==> src/rtl/stack_seq_ctrl_if.sv <==
// Command/response handshake bundle between a command source and stack_seq_ctrl.
interface stack_seq_ctrl_if #(
  parameter int WIDTH = 8
) ();
  logic             cmd_valid;
  logic             cmd_ready;
  logic [2:0]       cmd_op;
  logic [WIDTH-1:0] cmd_data;
  logic             rsp_valid;
  logic             rsp_err;
  logic [WIDTH-1:0] rsp_data;

  modport master (
    output cmd_valid, cmd_op, cmd_data,
    input  cmd_ready, rsp_valid, rsp_err, rsp_data
  );

  modport slave (
    input  cmd_valid, cmd_op, cmd_data,
    output cmd_ready, rsp_valid, rsp_err, rsp_data
  );
endinterface

==> src/rtl/stack_seq_ctrl.sv <==
// Stack-machine command sequencer: turns one command into push/pop strobes for an operand stack.
// Opcode 7 (DUP) is built only when STACK_SEQ_DUP_EN is defined; otherwise it is rejected.
module stack_seq_ctrl #(
  parameter int WIDTH = 8,
  parameter int DEPTH = 8
) (
  input  logic                  clk,
  input  logic                  reset,
  stack_seq_ctrl_if.slave       bus_if,
  output logic [$clog2(DEPTH):0] depth_count_o,
  output logic                  stk_push_o,
  output logic                  stk_pop_o,
  output logic [WIDTH-1:0]      stk_din_o,
  input  logic [WIDTH-1:0]      stk_dout_i
);
  localparam int CW = $clog2(DEPTH) + 1;
  localparam logic [CW-1:0] CNT_FULL = CW'(DEPTH);
  localparam logic [CW-1:0] CNT_ONE  = CW'(1);
  localparam logic [CW-1:0] CNT_TWO  = CW'(2);

  localparam logic [2:0] OP_NOP  = 3'd0;
  localparam logic [2:0] OP_PUSH = 3'd1;
  localparam logic [2:0] OP_POP  = 3'd2;
  localparam logic [2:0] OP_ADD  = 3'd3;
  localparam logic [2:0] OP_SUB  = 3'd4;
  localparam logic [2:0] OP_AND  = 3'd5;
  localparam logic [2:0] OP_XOR  = 3'd6;
  localparam logic [2:0] OP_DUP  = 3'd7;

  typedef enum logic [2:0] {
    S_IDLE  = 3'd0,
    S_POP1  = 3'd1,
    S_POP2  = 3'd2,
    S_CAP   = 3'd3,
    S_EXEC  = 3'd4,
    S_PUSH  = 3'd5,
`ifdef STACK_SEQ_DUP_EN
    S_PUSH2 = 3'd6,
`endif
    S_DONE  = 3'd7
  } state_e;

  state_e            state_q, state_d;
  logic [2:0]        op_q, op_d;
  logic [WIDTH-1:0]  a_q, a_d;
  logic              err_q, err_d;
  logic [CW-1:0]     count_q, count_d;

  logic              accept;
  logic              legal;
  logic              cmd_ready_s;
  logic              rsp_valid_s;
  logic              rsp_err_s;
  logic [WIDTH-1:0]  rsp_data_s;

  assign accept = bus_if.cmd_valid & cmd_ready_s;

  // Occupancy rules checked against the committed count at the accept edge.
  always_comb begin
    legal = 1'b0;
    case (bus_if.cmd_op)
      OP_NOP:  legal = 1'b1;
      OP_PUSH: legal = (count_q < CNT_FULL);
      OP_POP:  legal = (count_q >= CNT_ONE);
      OP_ADD, OP_SUB, OP_AND, OP_XOR: legal = (count_q >= CNT_TWO);
      OP_DUP: begin
`ifdef STACK_SEQ_DUP_EN
        legal = (count_q >= CNT_ONE) && (count_q < CNT_FULL);
`else
        legal = 1'b0;
`endif
      end
      default: legal = 1'b0;
    endcase
  end

  // Next-state and datapath; a_q holds the immediate, popped operand or result in turn.
  always_comb begin
    state_d = state_q;
    op_d    = op_q;
    a_d     = a_q;
    err_d   = err_q;
    count_d = count_q;
    case (state_q)
      S_IDLE: begin
        if (accept) begin
          op_d  = bus_if.cmd_op;
          err_d = ~legal;
          a_d   = {WIDTH{1'b0}};
          if (!legal || (bus_if.cmd_op == OP_NOP)) begin
            state_d = S_DONE;
          end else begin
            case (bus_if.cmd_op)
              OP_PUSH: begin
                a_d     = bus_if.cmd_data;
                count_d = count_q + CNT_ONE;
                state_d = S_PUSH;
              end
              OP_DUP: begin
                count_d = count_q + CNT_ONE;
                state_d = S_POP1;
              end
              default: begin
                count_d = count_q - CNT_ONE;
                state_d = S_POP1;
              end
            endcase
          end
        end else begin
          state_d = S_IDLE;
        end
      end
      S_POP1: begin
        if ((op_q == OP_POP) || (op_q == OP_DUP)) begin
          state_d = S_CAP;
        end else begin
          state_d = S_POP2;
        end
      end
      S_POP2: begin
        a_d     = stk_dout_i;
        state_d = S_EXEC;
      end
      S_CAP: begin
        a_d = stk_dout_i;
        if (op_q == OP_DUP) begin
          state_d = S_PUSH;
        end else begin
          state_d = S_DONE;
        end
      end
      S_EXEC: begin
        // stk_dout_i now holds the entry below the top (B); a_q is the former top (A).
        case (op_q)
          OP_ADD:  a_d = stk_dout_i + a_q;
          OP_SUB:  a_d = stk_dout_i - a_q;
          OP_AND:  a_d = stk_dout_i & a_q;
          OP_XOR:  a_d = stk_dout_i ^ a_q;
          default: a_d = a_q;
        endcase
        state_d = S_PUSH;
      end
      S_PUSH: begin
`ifdef STACK_SEQ_DUP_EN
        if (op_q == OP_DUP) begin
          state_d = S_PUSH2;
        end else begin
          state_d = S_DONE;
        end
`else
        state_d = S_DONE;
`endif
      end
`ifdef STACK_SEQ_DUP_EN
      S_PUSH2: state_d = S_DONE;
`endif
      S_DONE:  state_d = S_IDLE;
      default: state_d = S_IDLE;
    endcase
  end

  // State and datapath registers with synchronous reset.
  always_ff @(posedge clk) begin
    if (reset) begin
      state_q <= S_IDLE;
      op_q    <= 3'd0;
      a_q     <= {WIDTH{1'b0}};
      err_q   <= 1'b0;
      count_q <= {CW{1'b0}};
    end else begin
      state_q <= state_d;
      op_q    <= op_d;
      a_q     <= a_d;
      err_q   <= err_d;
      count_q <= count_d;
    end
  end

  // Moore outputs decoded from the registered state.
  always_comb begin
    cmd_ready_s = 1'b0;
    rsp_valid_s = 1'b0;
    rsp_err_s   = 1'b0;
    rsp_data_s  = {WIDTH{1'b0}};
    stk_push_o  = 1'b0;
    stk_pop_o   = 1'b0;
    stk_din_o   = {WIDTH{1'b0}};
    case (state_q)
      S_IDLE: cmd_ready_s = 1'b1;
      S_POP1: stk_pop_o   = 1'b1;
      S_POP2: stk_pop_o   = 1'b1;
      S_PUSH: begin
        stk_push_o = 1'b1;
        stk_din_o  = a_q;
      end
`ifdef STACK_SEQ_DUP_EN
      S_PUSH2: begin
        stk_push_o = 1'b1;
        stk_din_o  = a_q;
      end
`endif
      S_DONE: begin
        rsp_valid_s = 1'b1;
        rsp_err_s   = err_q;
        if (err_q) begin
          rsp_data_s = {WIDTH{1'b0}};
        end else begin
          rsp_data_s = a_q;
        end
      end
      default: cmd_ready_s = 1'b0;
    endcase
  end

  assign bus_if.cmd_ready = cmd_ready_s;
  assign bus_if.rsp_valid = rsp_valid_s;
  assign bus_if.rsp_err   = rsp_err_s;
  assign bus_if.rsp_data  = rsp_data_s;
  assign depth_count_o    = count_q;

endmodule

==> src/flat_wrapper.sv <==
// flat-port wrapper written by rule: the top's interface ports become plain ports
module stack_seq_ctrl_flat 
#(
  parameter int WIDTH = 8,
  parameter int DEPTH = 8
)
  (clk, reset, depth_count_o, stk_push_o, stk_pop_o, stk_din_o, stk_dout_i, bus_if_cmd_valid, bus_if_cmd_op, bus_if_cmd_data, bus_if_cmd_ready, bus_if_rsp_valid, bus_if_rsp_err, bus_if_rsp_data);
  stack_seq_ctrl_if #(.WIDTH(WIDTH)) bus_if_i ();
  input  logic clk;
  input  logic reset;
  output logic [$clog2(DEPTH):0] depth_count_o;
  output logic stk_push_o;
  output logic stk_pop_o;
  output logic [WIDTH-1:0] stk_din_o;
  input  logic [WIDTH-1:0] stk_dout_i;
  input wire logic [$bits(bus_if_i.cmd_valid)-1:0] bus_if_cmd_valid;
  input wire logic [$bits(bus_if_i.cmd_op)-1:0] bus_if_cmd_op;
  input wire logic [$bits(bus_if_i.cmd_data)-1:0] bus_if_cmd_data;
  output wire logic [$bits(bus_if_i.cmd_ready)-1:0] bus_if_cmd_ready;
  output wire logic [$bits(bus_if_i.rsp_valid)-1:0] bus_if_rsp_valid;
  output wire logic [$bits(bus_if_i.rsp_err)-1:0] bus_if_rsp_err;
  output wire logic [$bits(bus_if_i.rsp_data)-1:0] bus_if_rsp_data;
  assign bus_if_i.cmd_valid = bus_if_cmd_valid;
  assign bus_if_i.cmd_op = bus_if_cmd_op;
  assign bus_if_i.cmd_data = bus_if_cmd_data;
  assign bus_if_cmd_ready = bus_if_i.cmd_ready;
  assign bus_if_rsp_valid = bus_if_i.rsp_valid;
  assign bus_if_rsp_err = bus_if_i.rsp_err;
  assign bus_if_rsp_data = bus_if_i.rsp_data;
  stack_seq_ctrl #(.WIDTH(WIDTH), .DEPTH(DEPTH)) u_core (.clk(clk), .reset(reset), .bus_if(bus_if_i), .depth_count_o(depth_count_o), .stk_push_o(stk_push_o), .stk_pop_o(stk_pop_o), .stk_din_o(stk_din_o), .stk_dout_i(stk_dout_i));
endmodule
==> config.mk <==
export PLATFORM = sky130hd
export DESIGN_NAME = stack_seq_ctrl_flat
export DESIGN_NICKNAME = d
export VERILOG_FILES = /design/src/rtl/stack_seq_ctrl_if.sv /design/src/rtl/stack_seq_ctrl.sv /design/src/flat_wrapper.sv
export SDC_FILE = /design/constraint.sdc
export NUM_CORES = 1
export LEC_CHECK = 0
export ABC_AREA = 1
export CORE_UTILIZATION = 51
export CTS_CLUSTER_SIZE = 16
export DETAILED_ROUTE_END_ITERATION = 8
export HOLD_SLACK_MARGIN = 0.12
export PLACE_DENSITY = 0.82
export SYNTH_ARGS = -nofsm -noshare
export SYNTH_HDL_FRONTEND = slang
export SYNTH_SLANG_ARGS = --single-unit
==> constraint.sdc <==
create_clock -name clk -period 2.4 [get_ports clk]
set_input_delay 0.6 -clock clk [delete_from_list [all_inputs] [get_ports clk]]
set_output_delay 0.6 -clock clk [all_outputs]
set_load 0.02 [all_outputs]
==> impl_metrics.ini <==
[setup_path]
endpoint_kind = primary output
worstPathRequired_ns = 1.80
path_class = register to primary output
path_cells = inv_1, nor3_1, nand2_1, buf_4, nor2_1, dlygate4sd2_1
slowest_stage = dfxtp_1
crit_path_max_fanout = 4
arrival_ns = 1.70
cpPeakStageDelay_ns = 0.35
start_kind = register

[timing]
skew_ns = 0.00208
setup_viol = 0
tightest_slew_ns = 0.343
setup_ws_ns = 0.0977
relSlewSlack_pct = 77.0
slew_viol_final = 0
fin_crit_sh_pct = 95.9
fmax_mhz = 434
period_minus_slack_ns = 2.30
rsz0062_at_grt = false
finalHoldViolCount = 0

[placed_design]
dp_cells = 456
place_ws_ns = -0.108
dpl.hpwl_um = 4540
place.gp.congestion = 0.943
io_buffers = 46

[power_and_ir_drop]
p_switching_mw = 1.83
combPwrFrac_pct = 77.5
p_leak_nw = 1.54
p_seq_share_pct = 15.5
vdd_drop_max_mv = 0.612
p_per_area_nw_per_um2 = 1200
switching_share_pct = 53.6
p_int_mw = 1.59
power_frac_clock_pct = 6.9

[yosys]
ys_types = 36
synthCells = 348
syn_area_um2 = 2130
ys.flop_type = dfxtp_1
syn-mean-instance-area_um2 = 6.11
yosysWarnings = 0
synth-edff-count = 0
syn_nets = 391
ys_seq_elements = 19
yosysSeqAreaShare_pct = 17.9
async_flop_share_pct = 0

[cts]
clk_path_buf_depth = 2
htreeDepth = 1
clock_latency_ns = 0.26
cts_root_buffer = clkbuf_8
cts_hold_buf = 0
path_clk_slew_ns = 0.08
cts_tree = yes
cts_buffers = 3
cts.sinks = 19

[global_routing]
gr-total-overflow = 0
grtUsageTotal_pct = 27.7
grt_pass1_wl_um = 9490
grt_pass1_vias = 2230
antenna_found_initial = 0
grt_max_degree = 13

[layout]
area.growth.synth_to_final_pct = 34.3
final_cells = 463
drive_above_1_share_pct = 14.5
nets = 457
num_antenna_cells = 0

[drt]
postRouteAntennaNets = 0
dr.max_layer_used = met4
wl_met3_um = 378
wl_met1_um = 2620
wl_per_cell_um = 13.0
drcViolationCount = 0
vias_per_cell = 5.33
dr.first_iter.drc_count = 125
firstDrtPassIters = 5
route.met2.wl_um = 2890
routed_wl_um = 6010
route.vias.total = 2467

[floorplanning]
ioPinCount = 47
die_y_um = 66.6
fp.dieW_um = 66.6
die_area_um2 = 4430
start_util_pct = 53.1
rows = 23
core_area_um2 = 4000

[worst_hold_path]
hp-class = register to register

[run]
max_cap_violations = 0

[outcome]
status = completed
## layout by cell type (no fill, tap or decap), drive strengths merged
master,count
a31oi,5
a21oi,25
nand2,89
or2,3
fa,1
nand3b,3
dfxtp,19
clkbuf,3
o21bai,1
o211ai,1
xor2,8
xnor2,3
nor3,4
a211oi,1
buf,19
o31ai,1
nand3,27
ha,20
clkinv,2
dlygate4sd2,15
nor4,1
inv,63
o21ai,20
nand4,6
dlymetal6s2s,4
clkdlybuf4s50,27
nor2,42
## worst max-delay path, delay by kind of cell (launching register included)
kind	cells	cell delay [ns]
buffers and inverters	3	0.59
and+or+nand+nor	3	0.50
DFF	1	0.35
## logic make-up after synthesis
group                      Yosys count  synth area share (%)
AOI/OAI and AO/OA                   54                  13.7
xor gates and xnor gates            11                  4.53
buffers and inverters               68                  12.7
DFF                                 19                  17.9
and+or+nand+nor                    175                  38.5
adders and majority gates           21                  12.7
## power by group through the flow
stage / combinational, mW / sequential (mW) / clock (mW)
floorplan: 1.80 / 0.533 / 0
global placement: 2.40 / 0.527 / 0
detailed placement: 2.46 / 0.530 / 0
CTS: 2.48 / 0.525 / 0.236
global route: 2.95 / 0.546 / 0.248
finish: 2.65 / 0.531 / 0.236
## metal layers
metal	vias up	global-route usage (%)
li1	1244	-
met1	1113	34.4
met2	94	49.1
met3	16	3.42
met4	0	7.98
met5	-	0
## sequential cells by signal, summed over array words and instances, names as in the netlist
name                  cells
u_core.state_q            3
u_core.op_q               3
u_core.err_q              1
u_core.a_q                8
u_core.depth_count_o      4
## layout make-up
cell class	instances	area [um^2]
sequential	19	382
fill	351	1150
clock inverter	1	5.00
tap	50	62.6
inverter	64	244
timing repair buffer	65	594
multi-input combinational	261	1530
clock buffer	3	41.3
## synthesized netlist by cell type, drive strengths merged, types with 4 or more instances
cell | n | area share [%]
nor2 | 42 | 9.2
a31oi | 5 | 1.5
nor3 | 4 | 0.94
ha | 20 | 12
xor2 | 8 | 3.3
nand3 | 27 | 7.2
a21oi | 25 | 5.9
nand2 | 89 | 17
nand4 | 6 | 1.8
dfxtp | 19 | 18
o21ai | 20 | 4.9
inv | 63 | 11
## path summary, 6_finish.rpt
kind	start	end	slack, ns	cells past startpoint
max reg2reg	u_core.a_q[0]$_SDFFE_PP0P_	u_core.a_q[6]$_SDFFE_PP0P_	0.11	14
min	u_core.err_q$_SDFFE_PP0P_	u_core.err_q$_SDFFE_PP0P_	0.52	2
min reg2reg	u_core.err_q$_SDFFE_PP0P_	u_core.err_q$_SDFFE_PP0P_	0.52	2
max	u_core.state_q[0]$_SDFF_PP0_	bus_if_rsp_data[3]	0.1	6
## timing repair
item                                    CTS  global route
pin swaps                                 1             6
resized for setup                        16            20
endpoints found under the setup margin   18            10
buffers inserted                          3             0
## stage by stage
step	cell area, um^2	setup TNS [ns]	util, %	power (mW)	hold slack (ns)
after global routing	2850	0	71.3	3.74	0.543
after floorplan	2130	0	-	2.33	0.458
after global placement	2740	-0.0378	68.6	2.92	0.502
after detailed placement	2740	-0.155	68.6	2.99	0.501
after CTS	2800	0	69.9	3.24	0.515
final	2850	0	71.3	3.42	0.516
Note: power is estimated with default switching activity, not from simulation.
